<file path="config.mk">
export PLATFORM = sky130hd
export DESIGN_NAME = mix_columns_seq
export DESIGN_NICKNAME = d
export VERILOG_FILES = /design/src/rtl/mix_columns_seq.sv
export SDC_FILE = /design/constraint.sdc
export NUM_CORES = 1
export LEC_CHECK = 0
export BUFFER_PORTS_ARGS = -buffer_cell sky130_fd_sc_hd__buf_2
export CORE_MARGIN = 10
export CORE_UTILIZATION = 50
export CTS_CLUSTER_DIAMETER = 50
export CTS_CLUSTER_SIZE = 25
export DETAILED_ROUTE_END_ITERATION = 10
export PLACE_DENSITY = 0.74
export SLEW_MARGIN = 5
export SYNTH_ARGS = -nofsm -noshare
export SYNTH_HDL_FRONTEND = slang
export SYNTH_SLANG_ARGS = --single-unit
</file>
<file path="constraint.sdc">
create_clock -name clk -period 3.9 [get_ports clk]
set_clock_uncertainty 0.1 [all_clocks]
set_input_delay 0.195 -clock clk [delete_from_list [all_inputs] [get_ports clk]]
set_output_delay 0.195 -clock clk [all_outputs]
set_load 0.01 [all_outputs]
</file>
<file path="src/rtl/mix_columns_seq.sv">
// AES MixColumns / InvMixColumns engine: accepts a 128-bit state and
// produces one 32-bit column per cycle over four cycles. Valid/ready
// handshakes on both sides, with one block in flight at a time.

// GF(2^8) multiplier, polynomial x^8+x^4+x^3+x+1. Purely combinational.
module gal8_mul (
    input  logic [7:0] a,
    input  logic [7:0] b,
    output logic [7:0] p
);
    logic [7:0] acc;
    logic [7:0] sh;

    // Shift-and-add over the bits of b, reducing a by the AES polynomial at each step.
    always_comb begin
        // NOTE: every variable written here is given a value before any
        // conditional use, so no latch can be inferred.
        acc = 8'h00;
        sh  = a;
        for (int i = 0; i < 8; i++) begin
            if (b[i]) acc = acc ^ sh;
            sh = {sh[6:0], 1'b0} ^ (sh[7] ? 8'h1b : 8'h00);
        end
        p = acc;
    end
endmodule

module mix_columns_seq #(
    parameter int unsigned INV_EN = 1
) (
    input  logic         clk,
    input  logic         rst,
    input  logic         in_valid,
    output logic         in_ready,
    input  logic [127:0] state_in,
    input  logic         inv_i,
    output logic         out_valid,
    input  logic         out_ready,
    output logic [127:0] state_out
);
    typedef enum logic [1:0] {IDLE, BUSY, DONE} state_t;

    state_t       state_q, state_d;
    logic [1:0]   col_q;
    logic [127:0] src_q;
    logic         mode_q;
    logic [127:0] out_q;
    logic         accept;
    logic         use_inv;
    logic [31:0]  src_word;
    logic [7:0]   a_col [4];
    logic [7:0]   coef  [4][4];
    logic [7:0]   prod  [4][4];
    logic [31:0]  b_col;

    // Base coefficient row; output row r uses it rotated right by r.
    function automatic logic [7:0] coef_of(input logic inv, input logic [1:0] k);
        case (k)
            2'd0:    return inv ? 8'h0e : 8'h02;
            2'd1:    return inv ? 8'h0b : 8'h03;
            2'd2:    return inv ? 8'h0d : 8'h01;
            default: return inv ? 8'h09 : 8'h01;
        endcase
    endfunction

    assign accept    = in_valid && (state_q == IDLE);
    assign in_ready  = (state_q == IDLE);
    assign out_valid = (state_q == DONE);
    assign state_out = out_q;

    // With INV_EN = 0 the coefficients are constant forward values, so the
    // multipliers reduce to the forward-only constant multipliers.
    assign use_inv = (INV_EN != 0) && mode_q;

    // Select the source column addressed by the column counter.
    always_comb begin
        case (col_q)
            2'd0:    src_word = src_q[127:96];
            2'd1:    src_word = src_q[95:64];
            2'd2:    src_word = src_q[63:32];
            default: src_word = src_q[31:0];
        endcase
        a_col[0] = src_word[31:24];
        a_col[1] = src_word[23:16];
        a_col[2] = src_word[15:8];
        a_col[3] = src_word[7:0];
    end

    // Four multipliers per output row; each row's products XOR into one byte.
    for (genvar r = 0; r < 4; r++) begin : g_row
        for (genvar j = 0; j < 4; j++) begin : g_col
            assign coef[r][j] = coef_of(use_inv, 2'(j - r));
            gal8_mul u_mul (
                .a(coef[r][j]),
                .b(a_col[j]),
                .p(prod[r][j])
            );
        end
        assign b_col[31-8*r -: 8] = prod[r][0] ^ prod[r][1] ^ prod[r][2] ^ prod[r][3];
    end

    // Next-state logic: accept in IDLE, four column cycles in BUSY, hold in DONE.
    always_comb begin
        state_d = state_q;
        case (state_q)
            IDLE:    if (in_valid) state_d = BUSY;
            BUSY:    if (col_q == 2'd3) state_d = DONE;
            DONE:    if (out_ready) state_d = IDLE;
            default: state_d = IDLE;
        endcase
    end

    // State register.
    always_ff @(posedge clk) begin
        // NOTE: sequential state is updated with non-blocking assignments so
        // every register samples pre-edge values regardless of block order.
        if (rst) state_q <= IDLE;
        else     state_q <= state_d;
    end

    // Source capture; only loaded on accept.
    always_ff @(posedge clk) begin
        // NOTE: src_q has no reset: it is only read in BUSY, which can be
        // reached only through an accept that loads it.
        if (accept) src_q <= state_in;
    end

    // Column counter, latched mode and per-column result write-back.
    always_ff @(posedge clk) begin
        if (rst) begin
            col_q  <= 2'd0;
            mode_q <= 1'b0;
            out_q  <= '0;
        end else if (accept) begin
            col_q  <= 2'd0;
            mode_q <= (INV_EN != 0) ? inv_i : 1'b0;
        end else if (state_q == BUSY) begin
            col_q <= col_q + 2'd1;
            case (col_q)
                2'd0:    out_q[127:96] <= b_col;
                2'd1:    out_q[95:64]  <= b_col;
                2'd2:    out_q[63:32]  <= b_col;
                default: out_q[31:0]   <= b_col;
            endcase
        end
    end
endmodule

</file>
==> results.md, run 1 <==
* Outcome: complete, no violations
* M1 wire length at approximately 15000 um
* Synth unique cells at 42
* Die Wd at roughly 180 um
* Post-synthesis sequential area ratio at about half
* DRT Wirelength at 37500 um
* Peak supply drop at between 300 and 400 uV
* Crit Path Category: reg2reg
* Share of layout cells above drive strength 1 at around a quarter
* Htree depth at 1
* Class of the worst hold path: in2reg
* Avg WL per Cell at between 15 and 20 um
* Grt ovf at 0
* Area leader, netlist: edfxtp_1
* Vias per cell at 5.31
* CP Capture Type: register
* DP HPWL at ~26000 um
* Layout Utilization at around two thirds
* Dpl cell area at around 0.014 mm^2
* ANT nets after route at 0
* I/O pin count at ~260
* Final Cycle Share at a little over nine tenths
* Leakage at between 6 and 7 nW
* Initial antenna violation count at 2
* DR vias at around 10000
* First-pass detailed-route iteration total at 8
* Number of synthesized flops with an enable pin at ~130
* CTS sink count at 261
* Clk buf depth at 3
* CTS Buf Count at 26
* Synth warn at 0
* Worst slew pin tran at approximately 890 ps
* Mapped Nets at approximately 1300
* Most used DFF post-synth: dfxtp_1
* PnR Total Power at 8.90 mW
* Count of input and output buffers at between 200 and 300
* First-pass GRT wire length at around 58000 um
* Fin. max-slew vios at 0
* Worst slew margin at between 40% and 50%
* DR WL met2 at between 15000 and 20000 um
* Die area at 0.0320 mm^2
* Maxcap violations at 0
* Vias in the first global route at between 10000 and 15000
* Placer Congestion at 0.904
* PD cells at 527 mW/mm^2
* Root Buffer: clkbuf_16
* Post-synthesis register bit count at approximately 260
* Reg clk slew, reported paths at 90 ps
* Worst slack at placement at -29.6 ps
* Largest net degree at the start of global routing at 91
* Endpoints failing setup at 0
* DRT iter0 DRCs at between 900 and 1000
* Share of the synthesized area in the top cell type at around 30%
* Synthesized instance count at ~1100
* Post-synthesis cell area at roughly 0.013 mm^2
* Metal3 WL at between 3000 and 4000 um
* CP max FO at 34
* Area Overhead vs Synth at 33.8%
* Design area at 0.0169 mm^2
* Global Route Usage Sum at between 20% and 30%
* Initial Util at between 50% and 60%
* Synth async-reset ratio at 0%
* Worst EP arrival at just over 4000 ps
* CTS tree: yes
* Element type at the critical path start: register
* Setup slack after layout at ~140 ps
* Highest routed layer: met4
* Syn avg cell area at 11.1 um^2
* Req. time, crit path at between 4000 and 5000 ps
* Core box area at between 0.02 and 0.03 mm^2
* Top post-synthesis cells by area: edfxtp_1, dfxtp_1, xnor2_1
* Most common cell in the netlist: xnor2_1
* Clock latency at the later pin of the worst-skew pair at 550 ps
* FILL cells at about 1900
* Final-report hold violation count at 0
* Drt drc at 0
* Net count, final at 1697
* Die Ht at between 150 and 200 um
* Synth cell count leaders: xnor2_1, nor2_1, dfxtp_1
* Tmin final at 3760 ps
* Fmax at between 200 and 300 MHz
* Rows at 58
==> worst paths after layout <==
| kind | start | cells past startpoint | slack, ps | endpoint |
|---|---|---|---|---|
| min | rst | 2 | 140 | col_q[0] |
| max | col_q[0] | 12 | 140 | state_out[69] |
| max reg2reg | col_q[0] | 12 | 140 | state_out[69] |
| min reg2reg | state_out[96] | 2 | 360 | state_out[96] |
==> metrics by stage <==
step | instances | hold WS (ps) | setup TNS [ps]
final | 1887 | 138 | 0
after global routing | 1887 | 173 | -53.0
after CTS | 1879 | 130 | 0
after detailed placement | 1698 | 273 | -53.8
after global placement | 1698 | 272 | 0
after floorplan | 1135 | 194 | 0
==> cell usage in the layout (no fill, tap or decap), types with 3 or more instances in the layout <==
master,n
o21ai_0,6
xnor2_2,12
xnor3_1,15
nor2b_1,34
nand2_1,73
mux2i_1,29
xor2_1,44
a21oi_2,13
nand2b_1,6
and2_2,4
edfxtp_1,128
nor3b_1,8
xor3_1,3
a222oi_1,32
inv_12,6
a211o_1,9
nor2_1,141
dfxtp_1,132
nor3_1,33
ha_1,29
buf_12,6
clkbuf_16,30
nand3b_1,8
a21oi_1,55
o21ai_2,3
buf_4,41
dlygate4sd3_1,131
or3_1,4
clkinv_8,3
a211oi_1,64
nand3_1,8
xnor2_1,141
inv_1,16
buf_2,261
==> report_power, final <==
group | switching, mW | leakage (nW) | total [mW] | internal [mW]
Combinational | 1.63 | 4.17 | 2.92 | 1.29
Clock | 1.28 | 0.495 | 2.85 | 1.57
Sequential | 0.0811 | 2.30 | 3.14 | 3.05
Total | 2.99 | 6.96 | 8.90 | 5.91
==> metal layers <==
metal | vias up | GRT usage, %
met2 | 420 | 37.6
met4 | 0 | 7.58
met5 | - | 0
met1 | 4735 | 29.1
met3 | 66 | 4.95
li1 | 4796 | -
==> area by class of cell <==
class	instances	area [um^2]	share of cell area (%)
multi-input cells	789	5810	34.4
clock inverters	17	275	1.63
inverters	18	67.6	0.400
flip-flops and latches	261	6510	38.5
well taps	330	413	2.45
repair buffers	439	3050	18.0
clock buffers	31	754	4.47
diodes	2	5.00	0.0296
==> registers in the layout, summed over array words and instances, names as in the netlist <==
register and count:
mode_q 1, state_out 128, src_q 128, col_q 2
state_q 2
==> logic make-up after synthesis <==
family / after synthesis / synth area share, %
simple gates: 322 / 11.5
flops: 261 / 51.6
xor+xnor: 219 / 17.7
compound gates: 189 / 10.9
buf+inv: 85 / 3.06
mux: 30 / 2.41
fa+ha+maj: 29 / 2.88
==> what timing repair did <==
action,4_1_cts,5_1_grt
endpoints found under the setup margin,12,41
pin swaps,2,6
hold buffers,131,0
hold endpoints to repair,131,0
gates resized for setup,0,11
buffers inserted,2,6
==> worst max-delay path, cell delays in order, from the launching register on <==
cell      delay [ps]
dfxtp_1          350
inv_1            120
ha_1             210
buf_12           220
a222oi_1         120
buf_4            170
a21oi_1          550
mux2i_1          420
xnor3_1          430
xnor2_2          270
xnor3_1          440
nor2_1           140
nor3_1            70
(Power assumes the default switching activity.)
==> inputs of run 2 (changes only) <==
RECOVER_POWER = 50   (was not set)
==> run 2 against run 1 <==
Die area did not move. Clock power about the same. Count of clock-buffer cells in the layout did not move. Flip-flop and latch count did not move. Critical endpoint is now state_out[99]. Largest power group unchanged.
==> results.md, run 2 (synthesis gave the netlist of run 1 again) <==
* Outcome: complete, no violations
* I/O pin count at approximately 260
* Root Buffer: clkbuf_16
* Core box area at about 0.025 mm^2
* Initial Util at between 50% and 60%
* DP HPWL at 25600 um
* Largest net degree at the start of global routing at between 90 and 100
* Worst EP arrival at 4030 ps
* FF-to-FF End: state_out[99]
* Worst hold slack at roughly 160 ps
* Req. time, crit path at between 4000 and 5000 ps
* DRT Wirelength at roughly 38000 um
* Die Ht at about 180 um
* Peak supply drop at between 300 and 400 uV
* Rows at 58
* First-pass GRT wire length at roughly 58000 um
* Count of input and output buffers at 262
* Maxcap violations at 0
* R2R cell count at 13
* Leakage at around 6.3 nW
* Design area at roughly 0.017 mm^2
* Final setup TNS at 0 ps
* Avg WL per Cell at 20.0 um
* Worst flop-to-flop path startpoint: col_q[1]
* CP Capture Type: register
* Most frequent cells in the layout: clkbuf_1, nor2_1, xnor2_1
* Share of layout cells above drive strength 1 at 15.6%
* Vias in the first global route at just over 10000
* Dpl cell area at about 0.014 mm^2
* CP max FO at 34
* Die Wd at 179 um
* Tmin final at 3740 ps
* Net count, final at ~1700
* Clk buf depth at 3
* Class of the worst hold path: in2reg
* Element type at the critical path start: register
* Worst slack at placement at -29.6 ps
* PD cells at approximately 530 mW/mm^2
* Die area at 0.0320 mm^2
* Endpoints failing setup at 0
* Htree depth at 1
* ANT nets after route at 0
* Final Cycle Share at about 96%
* Crit Path Category: reg2reg
* CTS Buf Count at 26
* DRT iter0 DRCs at ~940
* Worst setup startpoint: col_q[1]
* Global Route Usage Sum at 22.8%
* CTS sink count at 261
* Initial antenna violation count at 2
* Reg clk slew, reported paths at 90 ps
* Worst slew margin at between 40 and 50%
* Area Overhead vs Synth at 32.2%
* Clock latency at the later pin of the worst-skew pair at between 500 and 600 ps
* First-pass detailed-route iteration total at 9
* FILL cells at ~2000
* Commonest non-fill, non-tap cell in the layout: clkbuf_1
* Worst slew pin tran at between 800 and 900 ps
* Fmax at 267 MHz
* Setup slack after layout at approximately 160 ps
* Grt ovf at 0
* Flop2flop setup slack at 160 ps
* Drt drc at 0
* DR vias at 10100
* Worst Setup EP: state_out[99]
* Fin. max-slew vios at 0
* Layout Utilization at 66.7%
* Vias per cell at ~5.3
* Placer Congestion at 0.904
* HP Start: rst
* Final-report hold violation count at 0
* CTS tree: yes
[run 2: area by class of cell]
class | instances | area, um^2 | area share (%)
clock buffer | 31 | 754 | 4.52
tap | 330 | 413 | 2.47
sequential | 261 | 6510 | 39.0
timing repair buffer | 439 | 2850 | 17.1
multi-input combinational | 789 | 5810 | 34.8
inverter | 18 | 67.6 | 0.405
clock inverter | 17 | 275 | 1.65
antenna | 2 | 5.00 | 0.0300
[run 2: worst max-delay path, cell delays in order (launching register included)]
cell and delay (ps):
dfxtp_1 420, inv_1 90, ha_1 220, buf_12 180
a222oi_1 360, a21oi_1 210, ha_1 250, xnor2_1 260
xnor2_1 130, xnor2_1 170, xnor2_1 470, xor2_1 150
xnor2_1 400, a211oi_1 140
[run 2: worst min path at each step]
stage | slack [ps] | depth (start not counted) | to
floorplan | 190 | 0 | src_q[0]
global placement | 270 | 1 | src_q[49]
detailed placement | 270 | 1 | src_q[83]
CTS | 130 | 2 | col_q[0]
global route | 170 | 2 | col_q[0]
finish | 160 | 2 | col_q[0]
[run 2: power breakdown]
group | leakage [nW] | internal, mW | total [mW] | switching [mW]
Sequential | 2.30 | 3.05 | 3.14 | 0.0842
Clock | 0.495 | 1.57 | 2.85 | 1.28
Combinational | 3.56 | 1.26 | 2.90 | 1.64
Total | 6.35 | 5.88 | 8.88 | 3.00
[run 2: timing repair]
item | CTS | global route
pin swaps | 2 | 6
hold buffers | 131 | 0
buffers inserted | 2 | 6
setup endpoints to repair | 12 | 41
resized for setup | 0 | 11
endpoints found under the hold margin | 131 | 0
[run 2: routing by layer]
layer	share of wire, %	vias up	GRT usage [%]	wire [um]
met5	0	-	0	0
met4	2.6	0	7.58	998
met3	9.2	71	4.95	3460
met2	47	460	37.6	17800
met1	41	4737	29.1	15400
li1	-	4793	-	-
[run 2: metrics by stage]
stage | total power [mW] | std cells
floorplan | 5.04 | 1135
global placement | 5.87 | 1698
detailed placement | 5.91 | 1698
CTS | 8.82 | 1879
global route | 9.24 | 1887
finish | 8.88 | 1887
